===== config.mk =====
export PLATFORM = sky130hd
export DESIGN_NAME = race_tracker
export DESIGN_NICKNAME = d
export VERILOG_FILES = /design/src/rtl/race_pkg.sv /design/src/rtl/player_slot.sv /design/src/rtl/race_tracker.sv
export SDC_FILE = /design/constraint.sdc
export NUM_CORES = 1
export LEC_CHECK = 0
export BUFFER_PORTS_ARGS = -buffer_cell sky130_fd_sc_hd__buf_2
export CORE_UTILIZATION = 46
export CTS_BUF_LIST = sky130_fd_sc_hd__clkbuf_16
export DETAILED_ROUTE_END_ITERATION = 8
export PLACE_DENSITY_LB_ADDON = 0.08
export SLEW_MARGIN = 20
export SYNTH_ARGS = -nofsm -noshare
export SYNTH_HDL_FRONTEND = slang
export SYNTH_SLANG_ARGS = --single-unit

===== constraint.sdc =====
create_clock -name clk -period 2.4 [get_ports clk]
set_clock_uncertainty 0.05 [all_clocks]
set_input_delay 0.48 -clock clk [delete_from_list [all_inputs] [get_ports clk]]
set_output_delay 0.48 -clock clk [all_outputs]
set_load 0.01 [all_outputs]

===== src/rtl/race_pkg.sv =====
// Shared FSM encoding and sizing helpers for the race tracker.
package race_pkg;

  typedef enum logic [1:0] {
    ST_IDLE   = 2'd0,
    ST_TURN   = 2'd1,
    ST_RESULT = 2'd2,
    ST_WON    = 2'd3
  } state_t;

  localparam int STEP_W = 8;

  function automatic int pid_width(input int n);
    return (n <= 2) ? 1 : $clog2(n);
  endfunction

endpackage


===== src/rtl/player_slot.sv =====
// One player's track position and successful-advance counter.
// Updates one cycle after init/advance; init wins over advance.
module player_slot
  import race_pkg::*;
#(
  parameter int POS_W     = 5,
  parameter int BOARD_LEN = 24,
  parameter int WIN_STEPS = 24
) (
  input  logic              clk,
  input  logic              rst,
  input  logic              init,
  input  logic              advance,
  input  logic [POS_W-1:0]  init_pos,
  output logic [POS_W-1:0]  pos,
  output logic [POS_W-1:0]  next_pos,
  output logic [STEP_W-1:0] steps
);

  logic [POS_W-1:0]  r_pos;
  logic [STEP_W-1:0] r_steps;

  assign next_pos = (r_pos == POS_W'(BOARD_LEN - 1)) ? '0 : r_pos + POS_W'(1);
  assign pos      = r_pos;
  assign steps    = r_steps;

  always_ff @(posedge clk or negedge rst) begin
    if (!rst) begin
      r_pos   <= '0;
      r_steps <= '0;
    end else if (init) begin
      r_pos   <= init_pos;
      r_steps <= '0;
    end else if (advance) begin
      r_pos <= next_pos;
      // Saturate so the counter can never pass the winning count.
      if (r_steps != STEP_W'(WIN_STEPS))
        r_steps <= r_steps + STEP_W'(1);
    end
  end

endmodule


===== src/rtl/race_tracker.sv =====
// Turn-based race: players guess the tile ahead; a hit advances, a miss passes the turn.
// Result pulses one cycle after the accepted guess; guess_ready is high only while waiting for a guess.
module race_tracker
  import race_pkg::*;
#(
  parameter  int NUM_PLAYERS = 4,
  parameter  int POS_W       = 5,
  parameter  int BOARD_LEN   = 24,
  parameter  int WIN_STEPS   = 24,
  localparam int PID_W       = pid_width(NUM_PLAYERS)
) (
  input  logic                         clk,
  input  logic                         rst,
  input  logic                         new_game,
  input  logic                         guess_valid,
  input  logic [POS_W-1:0]             guess_tile,
  input  logic [POS_W-1:0]             target_tile,
  output logic                         guess_ready,
  output logic [PID_W-1:0]             turn,
  output logic [POS_W-1:0]             cur_next_pos,
  output logic                         hit,
  output logic                         miss,
  output logic                         win,
  output logic [PID_W-1:0]             winner,
  output logic [NUM_PLAYERS*POS_W-1:0] positions
);

  localparam int NSLOT = 2 ** PID_W;

  state_t            r_state;
  state_t            w_state_nxt;
  logic [PID_W-1:0]  r_turn;
  logic              r_match;
  logic              w_xfer;
  logic              w_match;
  logic [POS_W-1:0]  w_next  [NSLOT];
  logic [STEP_W-1:0] w_steps [NSLOT];

  // A simultaneous new_game discards the guess entirely.
  assign w_xfer  = (r_state == ST_TURN) && guess_valid && !new_game;
  assign w_match = (guess_tile == target_tile);

  for (genvar p = 0; p < NSLOT; p++) begin : g_slot
    if (p < NUM_PLAYERS) begin : g_used
      player_slot #(
        .POS_W     (POS_W),
        .BOARD_LEN (BOARD_LEN),
        .WIN_STEPS (WIN_STEPS)
      ) u_slot (
        .clk      (clk),
        .rst      (rst),
        .init     (new_game),
        .advance  (w_xfer && w_match && (r_turn == PID_W'(p))),
        .init_pos (POS_W'(p * (BOARD_LEN / NUM_PLAYERS))),
        .pos      (positions[p*POS_W +: POS_W]),
        .next_pos (w_next[p]),
        .steps    (w_steps[p])
      );
    end else begin : g_pad
      assign w_next[p]  = '0;
      assign w_steps[p] = '0;
    end
  end

  always_ff @(posedge clk or negedge rst) begin
    if (!rst) begin
      r_turn  <= '0;
      r_match <= 1'b0;
    end else if (new_game) begin
      r_turn  <= '0;
      r_match <= 1'b0;
    end else if (w_xfer) begin
      r_match <= w_match;
      if (!w_match)
        r_turn <= (r_turn == PID_W'(NUM_PLAYERS - 1)) ? '0 : r_turn + PID_W'(1);
    end
  end

  always_ff @(posedge clk or negedge rst) begin
    if (!rst) r_state <= ST_IDLE;
    else      r_state <= w_state_nxt;
  end

  always_comb begin
    w_state_nxt = r_state;
    if (new_game) begin
      w_state_nxt = ST_TURN;
    end else begin
      case (r_state)
        ST_TURN:   if (guess_valid) w_state_nxt = ST_RESULT;
        // Turn is unchanged on a hit, so r_turn still names the player who just advanced.
        ST_RESULT: w_state_nxt = (w_steps[r_turn] == STEP_W'(WIN_STEPS)) ? ST_WON : ST_TURN;
        default:   w_state_nxt = r_state;
      endcase
    end
  end

  always_comb begin
    guess_ready = 1'b0;
    hit         = 1'b0;
    miss        = 1'b0;
    win         = 1'b0;
    winner      = '0;
    case (r_state)
      ST_TURN:   guess_ready = 1'b1;
      ST_RESULT: begin
        hit  = r_match;
        miss = !r_match;
      end
      ST_WON: begin
        win    = 1'b1;
        winner = r_turn;
      end
      default: ;
    endcase
  end

  assign turn         = r_turn;
  assign cur_next_pos = w_next[r_turn];

endmodule


Word level (Yosys, flattened, before mapping)
Cells that the tools add are included.
{"block": "classes", "addsub": 9, "magnitude_cmp": 1, "eq_ne": 18, "n_mux": 45, "bitwise_logic": 1, "reduce_logical": 26}
{"cell": "8-bit two-way mux", "count": 14}
{"cell": "5-bit two-way mux", "count": 14}
{"cell": "8-bit by 1-bit adder with 8-bit output (second input constant)", "count": 4}
{"cell": "8-bit by 5-bit inequality test with 1-bit output (second input constant)", "count": 4}
{"cell": "5-bit by 1-bit adder with 5-bit output (second input constant)", "count": 4}
{"cell": "5-bit == test (second input constant)", "count": 4}
{"cell": "2-bit nonzero test", "count": 9}
{"cell": "8-bit binary-select mux with 2-bit select", "count": 1}
{"cell": "2-bit two-way mux", "count": 8}
{"cell": "2-bit AND reduction", "count": 6}
{"cell": "5-bit binary-select mux with 2-bit select", "count": 1}
{"cell": "2-bit == test (second input constant)", "count": 4}
{"cell": "8-bit by 5-bit == test with 1-bit output (second input constant)", "count": 1}
{"cell": "1-bit logical AND", "count": 7}
{"cell": "1-bit two-way mux", "count": 6}
{"cell": "5-bit == test", "count": 1}
{"cell": "2-bit by 1-bit == test with 1-bit output (second input constant)", "count": 2}
{"cell": "2-bit one-hot mux with 2 select lines", "count": 1}
{"cell": "3-bit greater-or-equal comparator (second input constant)", "count": 1}
{"cell": "3-bit inequality test (second input constant)", "count": 1}
{"cell": "2-bit NOT with 3-bit output", "count": 1}
{"cell": "3-bit nonzero test", "count": 1}
{"cell": "2-bit by 1-bit adder with 2-bit output (second input constant)", "count": 1}
{"cell": "1-bit zero test", "count": 2}
{"cell": "2 further kinds", "count": 2}
{"block": "totals", "regBits": 57}

Longest topological paths before layout
{"block": "depth", "ltp_word": 8, "mapped_depth": 7}

Hierarchy
From an unflattened synthesis, not the netlist that was laid out.
{"block": "unflattened", "hier_cells": 411, "hier_area_um2": 3811.2}
{"module": "player_slot at g_slot[0].g_used.u_slot ...", "instances": 3, "cells_each": 85, "area_per_inst_um2": 793.3, "seq_area_each_um2": 325.3}
{"module": "player_slot at g_slot[2].g_used.u_slot", "instances": 1, "cells_each": 84, "area_per_inst_um2": 770.7, "seq_area_each_um2": 325.3}
{"module": "race_tracker", "instances": 1, "cells_each": 72, "area_per_inst_um2": 660.6, "seq_area_each_um2": 125.1}

Worst setup path before layout
Ideal clock, no wire load.
{"block": "synth_path", "path_kind": "reg-to-reg", "startpoint": "register r_turn[0] (netlist: turn[0])", "endpoint": "register g_slot[0].g_used.u_slot.r_steps[3]", "arrival_ns": 2.226, "slack_ns": 0.046, "path_stages_with_launch": 8, "path_buffers": 1, "path_cell_list": "dfrtp_1 > clkbuf_1 > inv_1 > ha_1 > or2b_2 > or3_4 > or4_1 > a21oi_1"}
{"block": "synth_via", "elab_chain_len": 4}
{"element": "from (decl)", "line_no": "race_tracker.sv:32", "source": "logic [PID_W-1:0] r_turn;"}
{"element": "from (signal assigned)", "line_no": "race_tracker.sv:75", "source": "r_turn <= (r_turn == PID_W'(NUM_PLAYERS - 1)) ? '0 : r_turn + PID_W'(1);"}
{"element": "2-bit zero test", "line_no": "race_tracker.sv:53", "source": ".advance (w_xfer && w_match && (r_turn == PID_W'(p))),"}
{"element": "1-bit logical AND", "line_no": "race_tracker.sv:53"}
{"element": "2-bit nonzero test (no source line)"}
{"element": "2-bit AND reduction (no source line)"}
{"element": "to (signal assigned)", "line_no": "player_slot.sv:38", "source": "r_steps <= r_steps + STEP_W'(1);"}
{"element": "to (decl)", "line_no": "player_slot.sv:21", "source": "logic [STEP_W-1:0] r_steps;"}
Every way passes these cells.
A chain may end at the register's enable or synchronous reset.

Final worst setup path
{"block": "layout_path", "startpoint": "register g_slot[1].g_used.u_slot.r_pos[0]", "endpoint": "output port cur_next_pos[3]"}
{"block": "layout_via", "elab_chain_len": 5, "elab_cells_between_ends": 6, "cone_classes": "add/sub: 1; eq/ne: 1; mux: 4"}
{"element": "from (decl)", "line_no": "player_slot.sv:20", "source": "logic [POS_W-1:0] r_pos;"}
{"element": "from (signal assigned)", "line_no": "player_slot.sv:32", "source": "r_pos <= init_pos;"}
{"element": "from (signal assigned)", "line_no": "player_slot.sv:35", "source": "r_pos <= next_pos;"}
{"element": "5-bit by 1-bit adder with 5-bit output / 5-bit == test (equally long branches)", "line_no": "player_slot.sv:23", "source": "assign next_pos = (r_pos == POS_W'(BOARD_LEN - 1)) ? '0 : r_pos + POS_W'(1);"}
{"element": "5-bit two-way mux *", "line_no": "player_slot.sv:23"}
{"element": "5-bit binary-select mux with 2-bit select *", "line_no": "race_tracker.sv:119", "source": "assign cur_next_pos = w_next[r_turn];"}
{"element": "5-bit two-way mux (implied by the code) * (2 in series)", "line_no": "race_tracker.sv:119"}
{"element": "to (decl)", "line_no": "race_tracker.sv:20", "source": "output logic [POS_W-1:0] cur_next_pos,"}
Every way passes the cells marked *; elsewhere a longest branch is shown, timed or not. The select of a mux whose other input is x is not followed.

==> impl_metrics.env <==
export IMPL_final_setup_viol_count=2
export IMPL_yosysUniqueCellTypes=57
export IMPL_grt_usage=0.251
export IMPL_synthesis_instances=412
export IMPL_synthTopCellsByArea="dfrtp_1 37%, ha_1 5.1%, mux2i_1 4.9%"
export IMPL_finalCritPeriodShare=1.02
export IMPL_design_die_area_sq_um=8840
export IMPL_area_delta_synth_final_pct=24.0
export IMPL_syn_area_per_cell_sq_um=9.45
export IMPL_worst_ir_drop_vdd_v=0.000322
export IMPL_clk_pin_slew_worst_paths_ns=0.05
export IMPL_routed_via_density=5.85
export IMPL_ys_ff_latch=57
export IMPL_synth_fp_nets=442
export IMPL_tightest_slew_ns=0.593
export IMPL_min_path_type="primary input to asynchronous set/reset pin"
export IMPL_critical_path_startpoint_type="flip-flop"
export IMPL_fmax_mhz=410
export IMPL_dp_hpwl_um=7110
export IMPL_required_ns=1.87
export IMPL_grt_pass1_vias=3366
export IMPL_cp_cell_sequence="ha_2 > nand2_4 > nor3b_4 > nor2_2 > mux4_2 > buf_6"
export IMPL_seq_area_frac_synth=0.366
export IMPL_holdWs_ns=0.0971
export IMPL_slew_headroom=0.599
export IMPL_cts_buffer_depth=2
export IMPL_setup_slack_ns=-0.0398
export IMPL_clock_sinks=57
export IMPL_drc=0
export IMPL_finalHoldViolCount=0
export IMPL_final_cell_mix="57 x dfrtp_1, 43 x buf_2, 42 x nand2_1"
export IMPL_die_w_um=94.0
export IMPL_final_common_cell="dfrtp_1"
export IMPL_io_buffer_count=46
export IMPL_netlist_area_sq_um=3890
export IMPL_initial_utilization=0.474
export IMPL_rows=33
export IMPL_drtIter0Drc=126
export IMPL_root_buffer="clkbuf_16"
export IMPL_drive_gt1_frac=0.287
export IMPL_firstDrtPassIters=4
export IMPL_final_nets=513
export IMPL_ios=47
export IMPL_drv_cap=0
export IMPL_drt_antenna_violating_nets=0
export IMPL_antenna_cells=0
export IMPL_gp_congestion=0.844
export IMPL_grt_pass1_wl_um=16900
export IMPL_yosys_warnings=0
export IMPL_clock_latency_ns=0.32
export IMPL_slowest_stage="mux4_2"
export IMPL_worst_path_max_fanout=4
export IMPL_htree_num_levels=3
export IMPL_p_leak_uw=0.00216
export IMPL_status="finished with violations"
export IMPL_crit_buf_inv=1
export IMPL_grt_max_degree=58
export IMPL_synth_top_area_cell="dfrtp_1"
export IMPL_core_sq_um=8220
export IMPL_wire_per_inst_um=17.4
export IMPL_cts_tree="yes"
export IMPL_synthArstFlopShare=1.00
export IMPL_grt_overflow=0
export IMPL_critPathKind="flip-flop to output pin"
export IMPL_synth_edf_count=0
export IMPL_antenna_found_initial=0
export IMPL_cts_buffers=9
export IMPL_rsz0062_at_grt="true"
export IMPL_cpPeakStageDelay_ns=0.48
export IMPL_synth_flop_cell="dfrtp_1"
export IMPL_period_minus_slack_ns=2.44
export IMPL_slew_violations=0
export IMPL_crit_family="multiplexers"
export IMPL_critPathArrivalTime_ns=1.91
export IMPL_utilization=0.588
export IMPL_vias=3472
export IMPL_postCtsHoldBufs=0
export IMPL_die_height_um=94.0
export IMPL_synth_top_area_frac=0.366
export IMPL_powerDensity_nw_per_um2=547
export IMPL_violations="setup timing"
export IMPL_routed_wl_um=10300
export IMPL_worst_setup_path_end_kind="output pin"
==> final timing paths <==
check                      slack (ns)                                      endpoint  cells after the start                                    startpoint
setup / recovery                -0.04                               cur_next_pos[3]                      6    g_slot[1].g_used.u_slot.pos[0]$_DFFE_PN0P_
hold / removal                    0.1  g_slot[1].g_used.u_slot.steps[5]$_DFFE_PN0P_                      2                                           rst
setup reg to reg                 0.29  g_slot[0].g_used.u_slot.steps[3]$_DFFE_PN0P_                      6                           turn[0]$_DFFE_PN0P_
hold reg to reg                  0.43  g_slot[0].g_used.u_slot.steps[7]$_DFFE_PN0P_                      1  g_slot[0].g_used.u_slot.steps[7]$_DFFE_PN0P_
max in group asynchronous        1.92  g_slot[2].g_used.u_slot.steps[7]$_DFFE_PN0P_                      2                                           rst
min in group clk                 0.40                        r_state[0]$_DFFE_PN0P_                      2                                   guess_valid
==> stage by stage <==
stage                     TNS (ns)  cells  setup WS (ns)  total power, uW  area, sq um
final                      -0.0750    593        -0.0398             2640         4830
after global routing        -0.207    593         -0.105             2740         4830
after CTS                        0    593        0.00200             2660         4780
after floorplan                  0    412         0.0463             1170         3890
after detailed placement         0    568         0.0797             1310         4350
after global placement           0    568          0.132             1300         4350
==> area by class of cell <==
type	count	area (sq um)
inverter	14	52.6
timing repair buffer	75	492
tap	105	131
fill	752	3390
clock inverter	7	86.3
multi-input combinational	326	2420
clock buffer	9	225
sequential	57	1430
==> cells by family after synthesis <==
kind of cell               Yosys count  synth area share
AOI/OAI and AO/OA                   58             0.102
xor gates and xnor gates            14            0.0353
adders and majority gates           16            0.0514
buffers and inverters               29            0.0350
DFF                                 57             0.366
muxes                               39             0.118
and+or+nand+nor                    199             0.292
==> registers in the layout (all words and copies together), names as in the netlist <==
register	count
r_state	2
g_slot.g_used.u_slot.pos	20
r_match	1
g_slot.g_used.u_slot.steps	32
turn	2
==> what timing repair did <==
| action | in CTS | in global routing |
|---|---|---|
| gates resized for setup | 11 | 11 |
| pin swaps | 4 | 3 |
| setup endpoints to repair | 3 | 3 |
| buffers inserted | 9 | 1 |
==> routing by layer <==
| metal | global-route usage | share of wire | vias up |
|---|---|---|---|
| met3 | 0.0307 | 0.047 | 12 |
| met1 | 0.347 | 0.46 | 1678 |
| met5 | 0 | 0 | - |
| met4 | 0.0923 | 0.015 | 0 |
| li1 | - | - | 1688 |
| met2 | 0.402 | 0.48 | 94 |
==> cells in the mapped netlist (all sizes together) (2+ instances only) <==
library cell   n
a211oi         5
a21o           2
a21oi         15
a31oi          2
and2           3
and3          11
and4           5
buf            5
clkbuf        10
clkinv         2
dfrtp         57
ha            16
inv           12
mux2          16
mux2i         19
mux4           4
nand2         43
nand2b         8
nand3         27
nand4         22
nor2          23
nor2b         13
nor3           6
nor3b          3
nor4          10
nor4b          2
nor4bb         2
o21ai          8
o311ai         6
o31ai          8
o41ai          6
or2            7
or3            5
or4            3
xnor2          5
xor2           9
==> power breakdown <==
part	leakage (uW)	internal [uW]	switching (uW)
clock network	0.000158	898	449
registers	0.000760	969	7.57
logic	0.00125	123	196
==> worst reg2reg max path, cell delays in order, from the launching register on <==
cell and delay (ns):
dfrtp_1 0.37, inv_1 0.08, ha_1 0.21, or2b_2 0.33, or3_4 0.36, or4_1 0.47, a21oi_1 0.16
No activity file was read; power rests on OpenSTA's default activity.
